**src/rtl/de2_ram_pkg.sv**
```systemverilog
// Shared constants and state encoding for the DE2 32x8 two-port RAM write side.
package de2_ram_pkg;

  localparam int DATA_W = 8;
  localparam int ADDR_W = 5;
  localparam int DEPTH  = 32;

  typedef enum logic {
    IDLE = 1'b0,
    FILL = 1'b1
  } state_e;

endpackage

```
**src/rtl/wrap_counter.sv**
```systemverilog
// ADDR_W-bit up-counter with enable, synchronous clear and terminal-count flag.
module wrap_counter #(
  parameter int ADDR_W = 5
) (
  input  logic              clock,
  input  logic              reset,
  input  logic              clear,
  input  logic              enable,
  output logic [ADDR_W-1:0] count,
  output logic              tc
);

  logic [ADDR_W-1:0] count_q;

  // Clear wins over enable so a wrap-back to zero can be forced in any cycle.
  always_ff @(posedge clock) begin
    if (reset || clear) begin
      count_q <= '0;
    end else if (enable) begin
      count_q <= count_q + ADDR_W'(1);
    end
  end

  assign count = count_q;
  assign tc    = &count_q;

endmodule

```
**src/rtl/ram_seq_writer.sv**
```systemverilog
// Streams bytes into sequential RAM addresses with wrap-around, or bulk-fills
// every word with a constant; drives the RAM write port with registered signals.
module ram_seq_writer
  import de2_ram_pkg::*;
#(
  parameter int DATA_W = de2_ram_pkg::DATA_W,
  parameter int ADDR_W = de2_ram_pkg::ADDR_W,
  parameter int DEPTH  = de2_ram_pkg::DEPTH
) (
  input  logic              clock,
  input  logic              reset,
  input  logic              start_fill,
  input  logic [DATA_W-1:0] fill_value,
  input  logic [DATA_W-1:0] in_data,
  input  logic              in_valid,
  output logic              in_ready,
  output logic [ADDR_W-1:0] wr_addr,
  output logic [DATA_W-1:0] wr_data,
  output logic              wren,
  output logic              busy,
  output logic              fill_done,
  output logic              wrap,
  output logic [ADDR_W:0]   level
);

  localparam logic [ADDR_W:0] LevelMax = (ADDR_W+1)'(DEPTH);

  state_e            state_q;
  logic              in_ready_q, wren_q, busy_q, fill_done_q, wrap_q;
  logic [ADDR_W-1:0] wr_addr_q;
  logic [DATA_W-1:0] wr_data_q, fill_val_q;
  logic [ADDR_W:0]   level_q;

  logic              handshake, fillStart, fillLast;
  logic [ADDR_W-1:0] ptr, fillIdx;
  logic              ptrTc, fillTc;

  assign handshake = (state_q == IDLE) && in_ready_q && in_valid;
  assign fillStart = (state_q == IDLE) && start_fill;
  assign fillLast  = (state_q == FILL) && fillTc;

  wrap_counter #(.ADDR_W(ADDR_W)) u_ptr (
    .clock  (clock),
    .reset  (reset),
    .clear  (fillLast),
    .enable (handshake),
    .count  (ptr),
    .tc     (ptrTc)
  );

  wrap_counter #(.ADDR_W(ADDR_W)) u_fill_idx (
    .clock  (clock),
    .reset  (reset),
    .clear  (fillStart),
    .enable (state_q == FILL),
    .count  (fillIdx),
    .tc     (fillTc)
  );

  // in_ready and busy follow the state one edge late, so they only flip back
  // the edge after the final fill write has been presented.
  always_ff @(posedge clock) begin
    if (reset) begin
      state_q     <= IDLE;
      in_ready_q  <= 1'b0;
      wr_addr_q   <= '0;
      wr_data_q   <= '0;
      wren_q      <= 1'b0;
      busy_q      <= 1'b0;
      fill_done_q <= 1'b0;
      wrap_q      <= 1'b0;
      fill_val_q  <= '0;
      level_q     <= '0;
    end else begin
      wren_q      <= 1'b0;
      wrap_q      <= 1'b0;
      fill_done_q <= 1'b0;
      in_ready_q  <= (state_q == IDLE) && !start_fill;
      busy_q      <= (state_q == FILL) || start_fill;
      case (state_q)
        IDLE: begin
          if (handshake) begin
            wr_addr_q <= ptr;
            wr_data_q <= in_data;
            wren_q    <= 1'b1;
            wrap_q    <= ptrTc;
            if (level_q != LevelMax) begin
              level_q <= level_q + (ADDR_W+1)'(1);
            end
          end
          if (start_fill) begin
            fill_val_q <= fill_value;
            state_q    <= FILL;
          end
        end
        FILL: begin
          wr_addr_q <= fillIdx;
          wr_data_q <= fill_val_q;
          wren_q    <= 1'b1;
          if (fillTc) begin
            fill_done_q <= 1'b1;
            level_q     <= '0;
            state_q     <= IDLE;
          end
        end
        default: state_q <= IDLE;
      endcase
    end
  end

  assign in_ready  = in_ready_q;
  assign wr_addr   = wr_addr_q;
  assign wr_data   = wr_data_q;
  assign wren      = wren_q;
  assign busy      = busy_q;
  assign fill_done = fill_done_q;
  assign wrap      = wrap_q;
  assign level     = level_q;

endmodule

```
**config.mk**
```make
export PLATFORM = sky130hd
export DESIGN_NAME = ram_seq_writer
export DESIGN_NICKNAME = d
export VERILOG_FILES = /design/src/rtl/de2_ram_pkg.sv /design/src/rtl/wrap_counter.sv /design/src/rtl/ram_seq_writer.sv
export SDC_FILE = /design/constraint.sdc
export NUM_CORES = 1
export LEC_CHECK = 0
export ABC_AREA = 1
export BUFFER_PORTS_ARGS = -buffer_cell sky130_fd_sc_hd__buf_2
export CAP_MARGIN = 10
export CORE_MARGIN = 2
export CORE_UTILIZATION = 50
export CTS_BUF_LIST = sky130_fd_sc_hd__clkbuf_4
export DETAILED_ROUTE_END_ITERATION = 10
export HOLD_SLACK_MARGIN = 0.03
export PLACE_DENSITY = 0.78
export SLEW_MARGIN = 0
export SYNTH_ARGS = -nofsm -noshare
export SYNTH_HDL_FRONTEND = slang
export SYNTH_SLANG_ARGS = --single-unit
export TNS_END_PERCENT = 5
```
**constraint.sdc**
```tcl
create_clock -name clock -period 1.6 [get_ports clock]
set_input_delay 0.16 -clock clock [delete_from_list [all_inputs] [get_ports clock]]
set_output_delay 0.16 -clock clock [all_outputs]
set_load 0.01 [all_outputs]
```
==> flow_summary.yaml, run 1 <==
placement:
  hpwl_mm: 2.87
  post-place-cells: 337
  io_buffers: 43
  gp_congestion: 0.856
  pre_cts_ws_ps: 27.3
critical_path:
  worstPathArrival_ps: 1770
  rr_endpoint: "level[0]"
  reg2reg_from: "u_fill_idx.count[1]"
  crit_type: "reg2reg"
  cp_data_required_time_ps: 1860
  startpoint_type: "flop"
  reg2regPathDepth: 9
  reg2reg_slack_ps: 100
  cp-end-kind: "flop"
  path_max_fanout: 9
layout:
  final_cell_mix: "nand2_1 (68), buf_2 (43), dfxtp_1 (41), nor2_1 (33), inv_1 (20)"
  multi_input_area_sq_um: 872
  final_nets: 330
  drive_gt1_share_pct: 25.2
  instances_no_fill: 353
  ff_latch_area_sq_um: 863
  layout_commonest_cell: "nand2_1"
  area_delta_synth_final_pct: 22.2
  fillers: 333
  antenna_cells: 0
  final_core_util_pct: 63.1
yosys:
  yosys.area.top_type: "dfxtp_1"
  ys_ff_latch: 43
  syn_inst: 249
  ys_types: 27
  synth_top_area_share_pct: 45.9
  ys_top_cells_by_area: "dfxtp_1 (46%), nand2_1 (14%), nor2_1 (6.8%)"
  syn_area_per_cell_sq_um: 7.53
  ys_warn_count: 0
  syn-cell-area_sq_um: 1880
  synth.yosys.seq_area_share_pct: 45.9
  syn_nets: 275
cts:
  clkSinkCount: 43
  cts_htree_levels: 2
  clkLatencyLatePin_ps: 360
  clk_pin_slew_ps: 130
  cts_buffer_depth: 2
  root_buffer: "clkbuf_4"
  numCtsBuffers: 5
  cts_tree: "built"
sta:
  max_freq_mhz: 665
  fin_crit_ps: 1500
  timing.final.setup_violations: 0
  setup_tns_ps: 0
  fin_worst_skew_ps: 11.5
  slew_headroom_pct: 76.6
  hold_slack_ps: 37.7
  fin_crit_sh_pct: 94.0
  final-max-slew-violation-count: 0
  setup_ws_ps: 96.8
  finalHoldViolCount: 0
  worst_slew_pin_slew_ps: 350
global_routing:
  grt_pass1_vias: 1629
  grt_pass1_wl_mm: 7.00
  antenna_found_initial: 0
  grt_start_max_net_pins: 20
  grtUsageTotal_pct: 21.1
  grt.overflow.total: 0
run:
  cap_violations: 0
drt:
  drtIter0Drc: 78
  ant_nets: 0
  vias_per_cell: 5.03
  wl_mm: 4.08
  firstDrtPassIters: 4
  vias: 1776
  routedWlPerCell_um: 11.6
  drc: 0
floorplan:
  ios: 44
  die_x_um: 65.2
  dieArea_sq_um: 4260
  core_sq_um: 3630
  die_h_um: 65.2
  initial_utilization_pct: 51.6
  rows: 22
pwr:
  powerDensity_nw_per_um2: 872
  vdd_drop_max_mv: 0.498
  leakage_nw: 1.00
min_path:
  holdPathEnd: "fill_val_q[0]"
  min_delay_path_depth: 3
  min_from: "fill_value[0]"
  min_path_type: "in2reg"
run_status:
  status: "finished clean"
[sequential cells by signal (all words and copies together) (netlist names)]
signal,count
u_fill_idx.count,5
wren,1
in_ready,1
busy,1
wr_data,8
fill_done,1
fill_val_q,8
wrap,1
level,6
wr_addr,5
u_ptr.count,5
state_q,1
[report_power, final]
group / switching, mW / internal, mW
registers: 0.0303 / 1.12
logic: 0.185 / 0.124
clock network: 0.353 / 0.187
total: 0.568 / 1.43
[layer usage]
metal  vias to the layer above  wire length (um)  share of wire [%]  GRT usage, %
met4                         0                72                1.8          8.07
met2                        42              1990                 49          35.6
li1                        910                 -                  -             -
met1                       815              1810                 44          25.3
met3                         9               203                5.0          6.16
met5                         -                 0                  0             0
[stage by stage]
| step | area (sq um) | total power [mW] |
|---|---|---|
| CTS | 2260 | 2.00 |
| finish | 2290 | 2.00 |
| global placement | 2130 | 1.45 |
| detailed placement | 2130 | 1.46 |
| floorplan | 1880 | 1.38 |
| global route | 2290 | 2.10 |
[Yosys cell counts]
| cell | n |
|---|---|
| nor2_4 | 1 |
| nand2_1 | 68 |
| clkinv_2 | 1 |
| nor2_1 | 34 |
| nor2_2 | 1 |
| nand4_4 | 1 |
| buf_1 | 1 |
| inv_2 | 3 |
| nand2_2 | 1 |
| nand3_1 | 3 |
| dfxtp_1 | 43 |
| o21a_1 | 1 |
| clkbuf_1 | 2 |
| inv_1 | 20 |
| a31oi_1 | 11 |
| a21oi_2 | 1 |
| nor3_1 | 8 |
| buf_2 | 3 |
| nand3_4 | 1 |
| or2_1 | 1 |
| nand2_4 | 1 |
| o21bai_1 | 1 |
| a21oi_1 | 15 |
| o21ai_0 | 12 |
| ha_1 | 6 |
| nand4_1 | 5 |
| buf_6 | 4 |
[cell type report]
cell class / instances / share of cell area (%)
well taps: 48 / 2.62
flip-flops and latches: 43 / 37.7
multi-input cells: 172 / 38.0
repair buffers: 58 / 15.2
clock inverters: 2 / 0.546
clock buffers: 6 / 1.97
inverters: 24 / 3.98
[timing repair]
item,in CTS,in global routing
setup endpoints to repair,0,11
resized for setup,0,8
setup buffers,0,0
hold endpoints to repair,7,1
hold buffers,7,1
[logic make-up (layout without fill, tap and decap cells)]
group	Yosys count	after routing	synth area share, %
simple gates	125	125	29.3
flops	43	43	45.9
compound gates	41	41	12.1
buf+inv	34	90	8.67
fa+ha+maj	6	6	4.00
[worst max-delay path, stage by stage (launching register included)]
cell and delay (ps):
dfxtp_2 350, ha_1 180, inv_1 80, nor3_2 40
ha_2 170, or2_4 280, nand3_4 140, nand2_1 60
nand2_1 60, nor2_1 40
[how the worst max path moves through the flow]
stage / startpoint / to / slack [ps] / depth (start not counted)
5_1_grt: u_fill_idx.count[0] / level[0] / -3 / 9
4_1_cts: u_fill_idx.count[1] / level[0] / 2 / 8
6_report: u_fill_idx.count[1] / level[0] / 100 / 9
3_5_place_dp: u_fill_idx.count[1] / level[0] / 30 / 8
3_3_place_gp: u_fill_idx.count[0] / level[0] / 100 / 9
2_1_floorplan: u_fill_idx.count[0] / level[0] / 80 / 10
(Power assumes the default switching activity.)
==> run 2, diff against run 1 <==
==> constraint.sdc (replaced) <==
create_clock -name clock -period 1.6 [get_ports clock]
set_input_delay 0.08 -clock clock [delete_from_list [all_inputs] [get_ports clock]]
set_output_delay 0.08 -clock clock [all_outputs]
set_load 0.01 [all_outputs]
==> flow_summary.yaml, run 2 (synthesis results as in run 1) <==
sta:
  worst_slew_pin_slew_ps: 483
  timing.final.setup_violations: 0
  fin_worst_skew_ps: 6.23
  setup_ws_ps: 117
  fin_crit_sh_pct: 92.7
  finalHoldViolCount: 0
  fin_crit_ps: 1480
  max_freq_mhz: 674
  slew_headroom_pct: 67.8
  final-max-slew-violation-count: 0
pwr:
  swShare_pct: 28.6
  p_sw_mw: 0.579
  vdd_drop_max_mv: 0.486
  seq_power_share_pct: 57.0
  powerDensity_nw_per_um2: 851
  leakage_nw: 1.04
  p_clk_share_pct: 27.1
  power.internal_mw: 1.44
  pwr-share-comb_pct: 16.0
critical_path:
  reg2reg_slack_ps: 120
  worst-path-stages: 9
  cp-end-kind: "flop"
  crit_type: "reg2reg"
  cp_data_required_time_ps: 1870
  critPathSlowestCell: "dfxtp_1"
  reg2reg_from: "u_fill_idx.count[0]"
  startpoint_type: "flop"
  worstSetupEndpoint: "level[5]"
  crit_top_cell: "nand2_1"
  reg2regPathDepth: 9
  cp_num_buf_inv: 1
  cp_top_family: "simple AND/OR/NAND/NOR gates"
  startpoint: "u_fill_idx.count[0]"
  worstPathCellList: "ha_1 -> inv_1 -> nor3_2 -> ha_2 -> or2_4 -> nand3_2 -> nand2_1 -> nand2_1 -> nor2_1"
  slowest_delay_ps: 330
  worstPathArrival_ps: 1750
  rr_endpoint: "level[5]"
  path_max_fanout: 6
layout:
  area_delta_synth_final_pct: 26.7
  ff_latch_area_sq_um: 862
  final_cell_mix: "nand2_1 (68), buf_2 (43), dfxtp_1 (42), nor2_1 (33), inv_1 (20)"
  fillers: 348
  drive_gt1_share_pct: 23.6
  multi_input_area_sq_um: 875
  instances_no_fill: 362
  antenna_cells: 0
  layout_commonest_cell: "nand2_1"
  finish.instance_area_sq_um: 2380
  final_nets: 339
  final_core_util_pct: 65.4
floorplan:
  rows: 22
  core_sq_um: 3630
  initial_utilization_pct: 51.6
  ios: 44
  die_x_um: 65.2
  dieArea_sq_um: 4260
  die_h_um: 65.2
placement:
  gp_congestion: 0.874
  dpl_cell_area_sq_um: 2120
  hpwl_mm: 2.81
  io_buffers: 43
  post-place-cells: 336
  pre_cts_ws_ps: 8.46
drt:
  vias_per_cell: 4.98
  firstDrtPassIters: 5
  routedWlPerCell_um: 11.8
  ant_nets: 0
  drc: 0
  drtIter0Drc: 95
  vias: 1803
  wl_mm: 4.26
cts:
  cts_tree: "built"
  numCtsBuffers: 5
  cts_setup_buffers: 0
  cts_htree_levels: 2
  cts_buffer_depth: 2
  root_buffer: "clkbuf_4"
  clkLatencyLatePin_ps: 360
  clk_pin_slew_ps: 120
  clkSinkCount: 43
global_routing:
  grt_pass1_vias: 1735
  antenna_found_initial: 0
  grt_pass1_wl_mm: 7.26
  grt_start_max_net_pins: 20
  grt.overflow.total: 0
  grtUsageTotal_pct: 21.7
run_status:
  status: "finished clean"
min_path:
  min_path_type: "in2reg"
run:
  cap_violations: 0
==> run 2: metrics by stage <==
stage | power [mW] | hold slack (ps) | setup TNS (ps)
CTS | 2.02 | 116 | 0
detailed placement | 1.46 | 261 | 0
global placement | 1.45 | 265 | 0
finish | 2.02 | 129 | 0
global route | 2.12 | 142 | -0.622
floorplan | 1.38 | 157 | 0
==> run 2: cell type report <==
class                      instances  share of cell area [%]
multi-input combinational        173                    36.8
sequential                        43                    36.3
timing repair buffer              66                    18.1
inverter                          24                    3.84
tap                               48                    2.53
clock buffer                       6                    1.90
clock inverter                     2                   0.527
==> run 2: power by group through the flow <==
stage          clock [mW]  combinational (mW)  sequential (mW)
2_1_floorplan           0               0.191             1.18
3_3_place_gp            0               0.277             1.17
3_5_place_dp            0               0.282             1.18
4_1_cts             0.556               0.316             1.15
5_1_grt             0.598               0.364             1.16
6_report            0.547               0.323             1.15
==> run 2: worst min-delay path by stage <==
stage / start / end / slack, ps / cells past startpoint
finish: reset / level[2] / 130 / 3
global route: reset / level[2] / 140 / 3
CTS: reset / level[2] / 120 / 3
detailed placement: start_fill / in_ready / 260 / 2
global placement: start_fill / in_ready / 270 / 2
floorplan: start_fill / in_ready / 160 / 1
==> run 2: worst register-to-register path, delay by kind of cell, from the launching register on <==
family	cells	cell delay, ps
simple gates	6	590
fa+ha+maj	2	380
flops	1	330
buf+inv	1	90
==> run 2: repair_timing <==
item / CTS / global route
gates cloned: 0 / 1
setup endpoints to repair: 3 / 7
pin swaps: 0 / 1
hold buffers: 17 / 0
endpoints found under the hold margin: 18 / 0
resized for setup: 1 / 4
==> run 2: routing by layer <==
layer | wire length, um | up-vias | global-route usage, %
li1 | - | 930 | -
met1 | 1890 | 814 | 25.4
met2 | 2100 | 49 | 37.5
met3 | 183 | 10 | 5.14
met4 | 83 | 0 | 9.64
met5 | 0 | - | 0
